**src/rtl/hazard_ctrl_pkg.sv**
```systemverilog
// Shared types and constants for the pipeline hazard controller.
package hazard_ctrl_pkg;

  localparam int unsigned REG_W = 5;
  localparam logic [REG_W-1:0] REG_X0 = REG_W'(0);

  typedef enum logic {
    RUN  = 1'b0,
    MISS = 1'b1
  } miss_state_e;

  // Hold/clear controls for the F..W segment registers
  typedef struct packed {
    logic bubble_f;
    logic bubble_d;
    logic bubble_e;
    logic bubble_m;
    logic bubble_w;
    logic flush_d;
    logic flush_e;
    logic flush_m;
    logic flush_w;
  } seg_ctl_t;

  // A load in EX produces a register that the instruction in ID consumes
  function automatic logic load_use_hit(
    input logic             wb_select_ex,
    input logic             reg_write_en_ex,
    input logic [REG_W-1:0] rd_ex,
    input logic [REG_W-1:0] rs1_id,
    input logic             rs1_use_id,
    input logic [REG_W-1:0] rs2_id,
    input logic             rs2_use_id
  );
    logic src_match;
    src_match = (rs1_use_id && (rs1_id == rd_ex)) ||
                (rs2_use_id && (rs2_id == rd_ex));
    return wb_select_ex && reg_write_en_ex && (rd_ex != REG_X0) && src_match;
  endfunction

endpackage

```
**src/rtl/hazard_ctrl_if.sv**
```systemverilog
// Hazard sources from ID/EX/MEM and the segment-register controls and statistics returned.
interface hazard_ctrl_if #(
  parameter int unsigned CNT_W = 32
) ();
  import hazard_ctrl_pkg::*;

  logic [REG_W-1:0] rs1_ID;
  logic [REG_W-1:0] rs2_ID;
  logic             rs1_use_ID;
  logic             rs2_use_ID;
  logic [REG_W-1:0] rd_EX;
  logic             wb_select_EX;
  logic             reg_write_en_EX;
  logic             br_EX;
  logic             jalr_EX;
  logic             jal_ID;
  logic             miss_MEM;
  logic             mem_ready;

  logic             bubbleF;
  logic             bubbleD;
  logic             bubbleE;
  logic             bubbleM;
  logic             bubbleW;
  logic             flushD;
  logic             flushE;
  logic             flushM;
  logic             flushW;
  logic             miss_timeout_err;
  logic [CNT_W-1:0] cnt_stall;
  logic [CNT_W-1:0] cnt_ctrl_flush;
  logic [CNT_W-1:0] cnt_load_use;

  // Pipeline side: raises hazard sources, consumes controls
  modport master (
    output rs1_ID, rs2_ID, rs1_use_ID, rs2_use_ID, rd_EX, wb_select_EX,
           reg_write_en_EX, br_EX, jalr_EX, jal_ID, miss_MEM, mem_ready,
    input  bubbleF, bubbleD, bubbleE, bubbleM, bubbleW,
           flushD, flushE, flushM, flushW,
           miss_timeout_err, cnt_stall, cnt_ctrl_flush, cnt_load_use
  );

  // Controller side
  modport slave (
    input  rs1_ID, rs2_ID, rs1_use_ID, rs2_use_ID, rd_EX, wb_select_EX,
           reg_write_en_EX, br_EX, jalr_EX, jal_ID, miss_MEM, mem_ready,
    output bubbleF, bubbleD, bubbleE, bubbleM, bubbleW,
           flushD, flushE, flushM, flushW,
           miss_timeout_err, cnt_stall, cnt_ctrl_flush, cnt_load_use
  );

endinterface

```
**src/rtl/sat_counter.sv**
```systemverilog
// Event counter that sticks at all-ones instead of wrapping; synchronous reset.
module sat_counter #(
  parameter int unsigned W = 32
) (
  input  logic         clk,
  input  logic         rst,
  input  logic         inc,
  output logic [W-1:0] count
);

  always_ff @(posedge clk) begin
    if (rst) begin
      count <= '0;
    end else if (inc && (count != {W{1'b1}})) begin
      count <= count + W'(1);
    end
  end

endmodule

```
**src/rtl/hazard_ctrl.sv**
```systemverilog
// Pipeline hazard controller: miss-stall FSM with watchdog, control/load-use priority
// resolution driving bubble/flush of every segment register, and saturating statistics.
module hazard_ctrl
  import hazard_ctrl_pkg::*;
#(
  parameter int unsigned MISS_TIMEOUT = 256,
  parameter int unsigned CNT_W        = 32
) (
  input  logic         clk,
  input  logic         rst,
  hazard_ctrl_if.slave hz
);

  localparam int unsigned TO_W = (MISS_TIMEOUT > 2) ? $clog2(MISS_TIMEOUT) : 1;
  localparam logic [TO_W-1:0] TO_LAST = TO_W'(MISS_TIMEOUT - 1);

  miss_state_e     state;
  miss_state_e     state_nx;
  logic            stall;
  logic [TO_W-1:0] tmo_cnt;
  logic [TO_W-1:0] tmo_cnt_nx;
  logic            err_set;
  logic            err;
  logic            load_use;
  seg_ctl_t        ctl;
  logic            inc_stall;
  logic            inc_ctrl;
  logic            inc_lu;

  // Miss FSM state and timeout counter
  always_ff @(posedge clk) begin
    if (rst) begin
      state   <= RUN;
      tmo_cnt <= '0;
    end else begin
      state   <= state_nx;
      tmo_cnt <= tmo_cnt_nx;
    end
  end

  // A hit-under-ready in RUN never enters MISS; the counter holds at its last value
  always_comb begin
    state_nx   = state;
    stall      = 1'b0;
    tmo_cnt_nx = tmo_cnt;
    err_set    = 1'b0;
    unique case (state)
      RUN: begin
        if (hz.miss_MEM && !hz.mem_ready) begin
          state_nx = MISS;
          stall    = 1'b1;
        end
      end
      MISS: begin
        if (hz.mem_ready) begin
          state_nx   = RUN;
          tmo_cnt_nx = '0;
        end else begin
          stall = 1'b1;
          if (tmo_cnt != TO_LAST) begin
            tmo_cnt_nx = tmo_cnt + TO_W'(1);
          end
          err_set = (tmo_cnt_nx == TO_LAST);
        end
      end
      default: begin
        state_nx = RUN;
      end
    endcase
  end

  // Sticky watchdog flag; stalling is not affected by it
  always_ff @(posedge clk) begin
    if (rst) begin
      err <= 1'b0;
    end else if (err_set) begin
      err <= 1'b1;
    end
  end

  assign load_use = load_use_hit(hz.wb_select_EX, hz.reg_write_en_EX, hz.rd_EX,
                                 hz.rs1_ID, hz.rs1_use_ID, hz.rs2_ID, hz.rs2_use_ID);

  // Exactly one rule wins per cycle; deferred hazards re-present once the stall lifts
  always_comb begin
    ctl       = '0;
    inc_stall = 1'b0;
    inc_ctrl  = 1'b0;
    inc_lu    = 1'b0;
    if (rst) begin
      ctl.flush_d = 1'b1;
      ctl.flush_e = 1'b1;
      ctl.flush_m = 1'b1;
      ctl.flush_w = 1'b1;
    end else if (stall) begin
      ctl.bubble_f = 1'b1;
      ctl.bubble_d = 1'b1;
      ctl.bubble_e = 1'b1;
      ctl.bubble_m = 1'b1;
      ctl.bubble_w = 1'b1;
      inc_stall    = 1'b1;
    end else if (hz.br_EX || hz.jalr_EX) begin
      ctl.flush_d = 1'b1;
      ctl.flush_e = 1'b1;
      inc_ctrl    = 1'b1;
    end else if (load_use) begin
      ctl.bubble_f = 1'b1;
      ctl.bubble_d = 1'b1;
      ctl.flush_e  = 1'b1;
      inc_lu       = 1'b1;
    end else if (hz.jal_ID) begin
      ctl.flush_d = 1'b1;
      inc_ctrl    = 1'b1;
    end
  end

  assign hz.bubbleF          = ctl.bubble_f;
  assign hz.bubbleD          = ctl.bubble_d;
  assign hz.bubbleE          = ctl.bubble_e;
  assign hz.bubbleM          = ctl.bubble_m;
  assign hz.bubbleW          = ctl.bubble_w;
  assign hz.flushD           = ctl.flush_d;
  assign hz.flushE           = ctl.flush_e;
  assign hz.flushM           = ctl.flush_m;
  assign hz.flushW           = ctl.flush_w;
  assign hz.miss_timeout_err = err;

  sat_counter #(.W(CNT_W)) u_cnt_stall (
    .clk   (clk),
    .rst   (rst),
    .inc   (inc_stall),
    .count (hz.cnt_stall)
  );

  sat_counter #(.W(CNT_W)) u_cnt_ctrl_flush (
    .clk   (clk),
    .rst   (rst),
    .inc   (inc_ctrl),
    .count (hz.cnt_ctrl_flush)
  );

  sat_counter #(.W(CNT_W)) u_cnt_load_use (
    .clk   (clk),
    .rst   (rst),
    .inc   (inc_lu),
    .count (hz.cnt_load_use)
  );

endmodule

```
**src/flat_wrapper.sv**
```systemverilog
// flat-port wrapper written by rule: the top's interface ports become plain ports
module hazard_ctrl_flat import hazard_ctrl_pkg::*;
#(
  parameter int unsigned MISS_TIMEOUT = 256,
  parameter int unsigned CNT_W        = 32
)
  (clk, rst, hz_rs1_ID, hz_rs2_ID, hz_rs1_use_ID, hz_rs2_use_ID, hz_rd_EX, hz_wb_select_EX, hz_reg_write_en_EX, hz_br_EX, hz_jalr_EX, hz_jal_ID, hz_miss_MEM, hz_mem_ready, hz_bubbleF, hz_bubbleD, hz_bubbleE, hz_bubbleM, hz_bubbleW, hz_flushD, hz_flushE, hz_flushM, hz_flushW, hz_miss_timeout_err, hz_cnt_stall, hz_cnt_ctrl_flush, hz_cnt_load_use);
  hazard_ctrl_if #(.CNT_W(CNT_W)) hz_i ();
  input  logic clk;
  input  logic rst;
  input wire logic [$bits(hz_i.rs1_ID)-1:0] hz_rs1_ID;
  input wire logic [$bits(hz_i.rs2_ID)-1:0] hz_rs2_ID;
  input wire logic [$bits(hz_i.rs1_use_ID)-1:0] hz_rs1_use_ID;
  input wire logic [$bits(hz_i.rs2_use_ID)-1:0] hz_rs2_use_ID;
  input wire logic [$bits(hz_i.rd_EX)-1:0] hz_rd_EX;
  input wire logic [$bits(hz_i.wb_select_EX)-1:0] hz_wb_select_EX;
  input wire logic [$bits(hz_i.reg_write_en_EX)-1:0] hz_reg_write_en_EX;
  input wire logic [$bits(hz_i.br_EX)-1:0] hz_br_EX;
  input wire logic [$bits(hz_i.jalr_EX)-1:0] hz_jalr_EX;
  input wire logic [$bits(hz_i.jal_ID)-1:0] hz_jal_ID;
  input wire logic [$bits(hz_i.miss_MEM)-1:0] hz_miss_MEM;
  input wire logic [$bits(hz_i.mem_ready)-1:0] hz_mem_ready;
  output wire logic [$bits(hz_i.bubbleF)-1:0] hz_bubbleF;
  output wire logic [$bits(hz_i.bubbleD)-1:0] hz_bubbleD;
  output wire logic [$bits(hz_i.bubbleE)-1:0] hz_bubbleE;
  output wire logic [$bits(hz_i.bubbleM)-1:0] hz_bubbleM;
  output wire logic [$bits(hz_i.bubbleW)-1:0] hz_bubbleW;
  output wire logic [$bits(hz_i.flushD)-1:0] hz_flushD;
  output wire logic [$bits(hz_i.flushE)-1:0] hz_flushE;
  output wire logic [$bits(hz_i.flushM)-1:0] hz_flushM;
  output wire logic [$bits(hz_i.flushW)-1:0] hz_flushW;
  output wire logic [$bits(hz_i.miss_timeout_err)-1:0] hz_miss_timeout_err;
  output wire logic [$bits(hz_i.cnt_stall)-1:0] hz_cnt_stall;
  output wire logic [$bits(hz_i.cnt_ctrl_flush)-1:0] hz_cnt_ctrl_flush;
  output wire logic [$bits(hz_i.cnt_load_use)-1:0] hz_cnt_load_use;
  assign hz_i.rs1_ID = hz_rs1_ID;
  assign hz_i.rs2_ID = hz_rs2_ID;
  assign hz_i.rs1_use_ID = hz_rs1_use_ID;
  assign hz_i.rs2_use_ID = hz_rs2_use_ID;
  assign hz_i.rd_EX = hz_rd_EX;
  assign hz_i.wb_select_EX = hz_wb_select_EX;
  assign hz_i.reg_write_en_EX = hz_reg_write_en_EX;
  assign hz_i.br_EX = hz_br_EX;
  assign hz_i.jalr_EX = hz_jalr_EX;
  assign hz_i.jal_ID = hz_jal_ID;
  assign hz_i.miss_MEM = hz_miss_MEM;
  assign hz_i.mem_ready = hz_mem_ready;
  assign hz_bubbleF = hz_i.bubbleF;
  assign hz_bubbleD = hz_i.bubbleD;
  assign hz_bubbleE = hz_i.bubbleE;
  assign hz_bubbleM = hz_i.bubbleM;
  assign hz_bubbleW = hz_i.bubbleW;
  assign hz_flushD = hz_i.flushD;
  assign hz_flushE = hz_i.flushE;
  assign hz_flushM = hz_i.flushM;
  assign hz_flushW = hz_i.flushW;
  assign hz_miss_timeout_err = hz_i.miss_timeout_err;
  assign hz_cnt_stall = hz_i.cnt_stall;
  assign hz_cnt_ctrl_flush = hz_i.cnt_ctrl_flush;
  assign hz_cnt_load_use = hz_i.cnt_load_use;
  hazard_ctrl #(.MISS_TIMEOUT(MISS_TIMEOUT), .CNT_W(CNT_W)) u_core (.clk(clk), .rst(rst), .hz(hz_i));
endmodule
```
**config.mk**
```make
export PLATFORM = sky130hd
export DESIGN_NAME = hazard_ctrl_flat
export DESIGN_NICKNAME = d
export VERILOG_FILES = /design/src/rtl/hazard_ctrl_pkg.sv /design/src/rtl/hazard_ctrl_if.sv /design/src/rtl/sat_counter.sv /design/src/rtl/hazard_ctrl.sv /design/src/flat_wrapper.sv
export SDC_FILE = /design/constraint.sdc
export NUM_CORES = 1
export LEC_CHECK = 0
export ABC_AREA = 1
export CAP_MARGIN = 15
export CORE_UTILIZATION = 40
export DETAILED_ROUTE_END_ITERATION = 10
export DONT_BUFFER_PORTS = 1
export PLACE_DENSITY = 0.64
export SLEW_MARGIN = 20
export SYNTH_ARGS = -nofsm -noshare
export SYNTH_HDL_FRONTEND = slang
export SYNTH_SLANG_ARGS = --single-unit
```
**constraint.sdc**
```tcl
create_clock -name clk -period 3.9 [get_ports clk]
set_input_delay 0.78 -clock clk [delete_from_list [all_inputs] [get_ports clk]]
set_output_delay 0.78 -clock clk [all_outputs]
set_load 0.01 [all_outputs]
```
==> results.md, run 1 <==
- Outcome: finished clean
- Gpl congestion: 0.9393
- Mapped Nets: 1118
- Crit path buffers/inverters: 1
- Met1 usage in global routing: 28.08%
- Root Driver: clkbuf_16
- WHS Endpoint: u_core.tmo_cnt[4]
- Slowest CP cell: a21oi_1
- Tmin final: 2787 ps
- Total GRT Usage: 21.08%
- Total power density per cell area: 286.6 mW/mm^2
- Most used routing layer: met2
- Setup TNS: 0 ps
- Cts-stage hold buffer count: 0
- Syn-to-layout area delta: 5.235%
- DRT Pass-1 Iters: 5
- Met3 Use GR: 4.591%
- Commonest cells after routing, fill and taps aside: nand2_1, nor2_1, dfxtp_1
- Post-route antenna net violation count: 0
- Critical Path Start Type: input pin
- CTS clk-pin slew, worst paths: 70 ps
- Initial Utilization: 40.79%
- Crit path required time: 3120 ps
- Layout cell share with drive strength beyond 1: 3.735%
- Endpoints failing setup: 0
- Die width: 131.6 um
- Clock sinks: 106
- Max frequency: 358.8 MHz
- Via count: 6668
- CP peak stage delay: 560 ps
- Synth warnings: 0
- GRT overflow: 0
- FF-to-FF path depth: 9
- # rows: 47
- Initial DRC count: 503
- Num ports: 132
- Critical path cell sequence: inv_1 > nor2_1 > nor2_1 > nand3_1 > nand2_1 > nand3_1 > a21oi_1
- Post-CTS Setup Bufs: 0
- First-pass GRT wire length: 29860 um
- WP data arrival: 2010 ps
- CTS tree: built
- Max-cap violations: 0
- Hold WS: 486.9 ps
- Clk_skew: 8.530 ps
- Final wirelength: 18260 um
- Placeable Area: 0.01647 sq mm
- Register bit total from synthesis: 106
- Reg2Reg Launch Point: u_core.u_cnt_ctrl_flush.count[0]
- Die Y: 131.6 um
- Critical Path Sink Type: output port
- Met2 Use GR: 33.16%
- Cts bufs inserted: 9
- Final net count: 1097
- Util after Layout: 42.93%
- Synthesized cell area: 0.006716 sq mm
- Final Instance Area: 0.007068 sq mm
- Count of pins over their slew limit: 0
- WL/cell: 14.14 um
- R2R setup slack: 1150 ps
- Post-cts sizing count: 0
- Mapped Cells: 1088
- Hold Crit Depth: 2
- Vias in the first global route: 5902
- Hold WC Path Type: flip-flop to flip-flop
- Top Family by Delay on Critical Path: simple AND/OR/NAND/NOR gates
- Seq/Total Area, Yosys: 31.59%
- Reg2reg end: u_core.u_cnt_ctrl_flush.count[14]
- Max VDD drop: 196.0 uV
- Largest net degree at the start of global routing: 75
- Leak: 2.502 nW
- Final Hold Violating Endpoints: 0
- CP max FO: 4
- Full die area: 0.01731 sq mm
- Most common cell after layout, fill and taps aside: nand2_1
- N_diodes: 0
- CTS H-tree depth: 3
- Count of unique library cells instantiated by Yosys: 35
- Clk buf depth: 2
- Initial antenna violation count: 0
- Fin crit share: 71.47%
- Remaining routing DRC violations: 0
- Power Total: 2.025 mW
- Worst slew pin tran: 986.1 ps
- Synth Area per Inst: 6.173 sq um
- Max transition margin: 34.10%
- RSZ-0062 raised after global routing: false
- Vias per inst: 5.165
- Hold_sp: u_core.tmo_cnt[4]
- I/O Buffers: 0
- Placed cell areas: 0.006814 sq mm
- Critical path class: input pin to output port
- HPWL Detailed: 13240 um
- Clk Latency, worst-skew pair: 360 ps
## power breakdown
part | switching [mW] | internal (mW) | total (mW)
registers | 0.00845 | 1.09 | 1.10
logic | 0.0665 | 0.0230 | 0.0896
clock network | 0.411 | 0.429 | 0.841
total | 0.486 | 1.54 | 2.03
## area by class of cell
class	instances	area (sq um)
multi-input cells	835	3969
clock buffers	12	236.5
clock inverters	3	17.52
inverters	111	417.9
repair buffers	4	30.03
flip-flops and latches	106	2122
fillers	1773	9398
well taps	220	275.3
## per-stage QoR
| stage | worst slack, ps | instances |
|---|---|---|
| after floorplan | 1358 | 1088 |
| after CTS | 1075 | 1291 |
| after global placement | 891.2 | 1276 |
| after global routing | 906.2 | 1291 |
| after detailed placement | 868.4 | 1276 |
| final | 1113 | 1291 |
## worst max path at each step
stage	from	end	slack, ps	cells past startpoint
after detailed placement	hz_mem_ready	u_core.u_cnt_stall.count[12]	870	10
after floorplan	hz_rd_EX[3]	hz_bubbleF	1360	9
final	hz_rd_EX[2]	hz_bubbleD	1110	7
after CTS	hz_rd_EX[3]	hz_bubbleD	1070	8
after global routing	hz_rd_EX[2]	hz_bubbleD	910	7
after global placement	hz_mem_ready	u_core.u_cnt_stall.count[12]	890	10
## kinds of logic (layout without fill, tap and decap cells)
family	after synthesis	count (layout)	synth area share (%)
AND/OR/NAND/NOR	668	668	43.13
buffers and inverters	147	130	9.314
AO/OA/AOI/OAI	113	113	8.700
flip-flops	106	106	31.59
XOR/XNOR	50	50	6.520
adder cells (fa/ha/maj)	4	4	0.7452
## worst register-to-register path, cell delays in order (launching register included)
cell and delay [ps]:
dfxtp_1 440, ha_1 270, nand2_1 100, nor2_2 230
nand3_1 190, nor2_1 150, nand3_2 430, nand4_2 600
nand2_1 120, a21oi_1 160
## state kept, by name (all words and copies together), names as in the netlist
name                           flops
u_core.hz.miss_timeout_err         1
u_core.state                       1
u_core.tmo_cnt                     8
u_core.u_cnt_ctrl_flush.count     32
u_core.u_cnt_load_use.count       32
u_core.u_cnt_stall.count          32
## routing by layer
metal / routed length [um] / vias to the layer above
li1: - / 3453
met5: 0 / -
met1: 8565 / 3021
met2: 8193 / 167
met3: 1124 / 27
met4: 376 / 0
## cells in the mapped netlist
master	number	area, sq um
or2_2	1	6.260
o21bai_1	1	7.510
nand4_1	48	300.3
nand3b_1	7	52.55
nor4_1	1	6.260
dfxtp_1	106	2122
a2bb2oi_1	2	17.52
o21a_1	1	7.510
inv_1	105	394.1
and3_1	3	18.77
o21ai_2	1	8.760
nand3b_4	1	20.02
nand3_1	48	240.2
nand2_2	1	6.260
a31oi_1	2	12.51
a21oi_1	91	455.4
nand4_2	2	25.02
o21ai_0	15	75.07
nand3_2	3	30.03
inv_2	5	18.77
clkbuf_1	10	37.54
nor2_1	151	566.8
buf_4	9	67.56
nor3_1	45	225.2
buf_2	7	35.03
nor2_4	5	56.30
xor2_1	36	315.3
ha_1	4	50.05
nor2_2	4	25.02
clkinv_2	1	5.000
buf_1	6	22.52
nand2_1	345	1295
buf_6	4	45.04
xnor2_1	14	122.6
nor3b_1	3	22.52
No activity file was read; power rests on OpenSTA's default activity.
==> run 2, diff against run 1 <==
Settings changed: PLACE_DENSITY 0.64 to 0.66.
Clock period 3.9 ns to 2.4 ns, I/O delays scaled along.
==> run 2 against run 1 <==
  * Register-to-register slack worse by 850 ps
  * Critical path depth is 2 lower
  * Sequential cell count stayed put
  * Sequential power is 61% higher
==> results.md, run 2 (synthesis gave the netlist of run 1 again) <==
- Final wirelength: 18770 um (+2.8%)
- Largest registers: u_core.u_cnt_ctrl_flush.count: 32 flops, u_core.u_cnt_load_use.count: 32 flops, u_core.u_cnt_stall.count: 32 flops
- Critical path class: flip-flop to output port
- Slowest CP cell: dfxtp_1
- Placeable Area: 0.01647 sq mm (unchanged)
- Tmin final: 2215 ps
- Final Worst Setup Slack: 184.6 ps (-928.2 ps)
- Max transition margin: 60.48% (+26 points)
- Critical Path Start Type: flip-flop
- WP data arrival: 1740 ps (-270 ps)
- Crit path required time: 1920 ps (-1200 ps)
- Vias per inst: 5.184 (+0.36%)
- HPWL Detailed: 14140 um (+6.8%)
- Hold WC Path Type: input pin to flip-flop
- Initial antenna violation count: 0 (unchanged)
- Layout cell share with drive strength beyond 1: 7.534% (+3.8 points)
- First-pass GRT wire length: 30990 um (+3.8%)
- I/O Buffers: 0 (unchanged)
- Hold WS: 190.8 ps (-296.1 ps)
- Worst slew pin tran: 591.5 ps (-394.6 ps)
- Setup TNS: 0 ps (unchanged)
- DRT Pass-1 Iters: 5 (unchanged)
- Placed instance count: 1320 (+3.4%)
- Clk Latency, worst-skew pair: 350 ps (about the same)
- Num ports: 132 (unchanged)
- GRT overflow: 0 (unchanged)
- Full die area: 0.01731 sq mm (unchanged)
- Post-route antenna net violation count: 0 (unchanged)
- CTS H-tree depth: 3 (unchanged)
- CP max FO: 6 (+2)
- Die Y: 131.6 um (unchanged)
- Cell mode on critical path: nand2_1
- Cts bufs inserted: 9 (unchanged)
- Max VDD drop: 319.0 uV (+63%)
- Crit path buffers/inverters: 1 (unchanged)
- Clock sinks: 106 (unchanged)
- Initial DRC count: 480 (-4.6%)
- Critical Path Sink Type: output port
- DP Worst Slack: 216.5 ps (-651.9 ps)
- Root Driver: clkbuf_16
- Count of pins over their slew limit: 0 (unchanged)
- Total power density per cell area: 449.9 mW/mm^2 (+57%)
- Max frequency: 451.4 MHz
- CP peak stage delay: 340 ps (-220 ps)
- Post-route insts no fill: 1335 (+3.4%)
- CTS tree: built
- Most common cell after layout, fill and taps aside: nand2_1
- Fillers: 1762 (-0.62%)
- Remaining routing DRC violations: 0 (unchanged)
- Leak: 2.746 nW (+9.7%)
- Top Family by Delay on Critical Path: compound AO/OA/AOI/OAI gates
- Seq. cell area: 0.002122 sq mm (unchanged)
- CTS clk-pin slew, worst paths: 70 ps (about the same)
- Cts-stage hold buffer count: 0 (unchanged)
- Largest net degree at the start of global routing: 75 (unchanged)
- Endpoints failing setup: 0 (unchanged)
- Syn-to-layout area delta: 10.41%
- Die width: 131.6 um (unchanged)
- Post-cts sizing count: 0 (unchanged)
- Footprint of the multi-input gates: 0.003976 sq mm (+0.19%)
- Critical path cell sequence: o21ai_4 > inv_1 > a21oi_1 > nand2_1 > nand2_1
- N_diodes: 0 (unchanged)
- Outcome: finished clean
- Total GRT Usage: 21.91% (+0.83 points)
- Final Hold Violating Endpoints: 0 (unchanged)
- Clk_skew: 7.521 ps (-1.009 ps)
- RSZ-0062 raised after global routing: false
- Gpl congestion: 0.9411 (+0.19%)
- Vias in the first global route: 6314 (+7.0%)
- Commonest cells after routing, fill and taps aside: nand2_1, nor2_1, dfxtp_1
- Initial Utilization: 40.79% (unchanged)
- Final net count: 1141 (+4.0%)
- WL/cell: 14.06 um (-0.62%)
- Fin crit share: 92.31%
- Max-cap violations: 0 (unchanged)
- Clk buf depth: 2 (unchanged)
- # rows: 47 (unchanged)
- Post-CTS Setup Bufs: 0 (unchanged)
- Via count: 6920 (+3.8%)
==> run 2: worst paths after layout <==
path	startpoint	to	slack, ps	depth (start not counted)
max	u_core.state	hz_flushD	180	5
min	rst	u_core.u_cnt_load_use.count[20]	190	1
max reg2reg	u_core.u_cnt_ctrl_flush.count[0]	u_core.u_cnt_ctrl_flush.count[11]	300	9
min reg2reg	u_core.tmo_cnt[4]	u_core.tmo_cnt[4]	490	2
==> run 2: area by class of cell <==
type | instances | share of cell area, %
Multi-Input combinational cell | 835 | 53.62
Tap cell | 220 | 3.712
Sequential cell | 106 | 28.61
Clock inverter | 2 | 0.1856
Inverter | 111 | 5.635
Clock buffer | 13 | 3.374
Timing Repair Buffer | 48 | 4.859
==> run 2: power breakdown <==
part / internal [mW] / switching (mW) / leakage (nW)
Sequential: 1.77 / 0.00727 / 0.854
Combinational: 0.0528 / 0.121 / 1.76
Clock: 0.730 / 0.660 / 0.130
Total: 2.55 / 0.788 / 2.75
==> run 2: per-stage QoR <==
step | instance area, sq um | power [mW] | utilization [%]
after floorplan | 6716 | 1.959 | -
after global placement | 7144 | 1.984 | 43.39
after detailed placement | 7144 | 1.986 | 43.39
after CTS | 7408 | 3.379 | 44.99
after global routing | 7416 | 3.470 | 45.04
final | 7416 | 3.336 | 45.04
==> run 2: per-layer routing <==
metal  part of all wire, %  wire length (um)  vias up  global-route usage (%)
met5                     0                 0        -                       0
met4                   2.0               373        0                   7.946
met3                   6.5              1229       23                   4.167
met2                    46              8624      195                   36.04
met1                    45              8538     3156                   28.37
li1                      -                 -     3546                       -
==> run 3, diff against run 2 <==
Settings changed: SLEW_MARGIN 20 to 30.
==> results of run 3 <==
No change in the layout: final DEF, timing and power equal those of run 2.
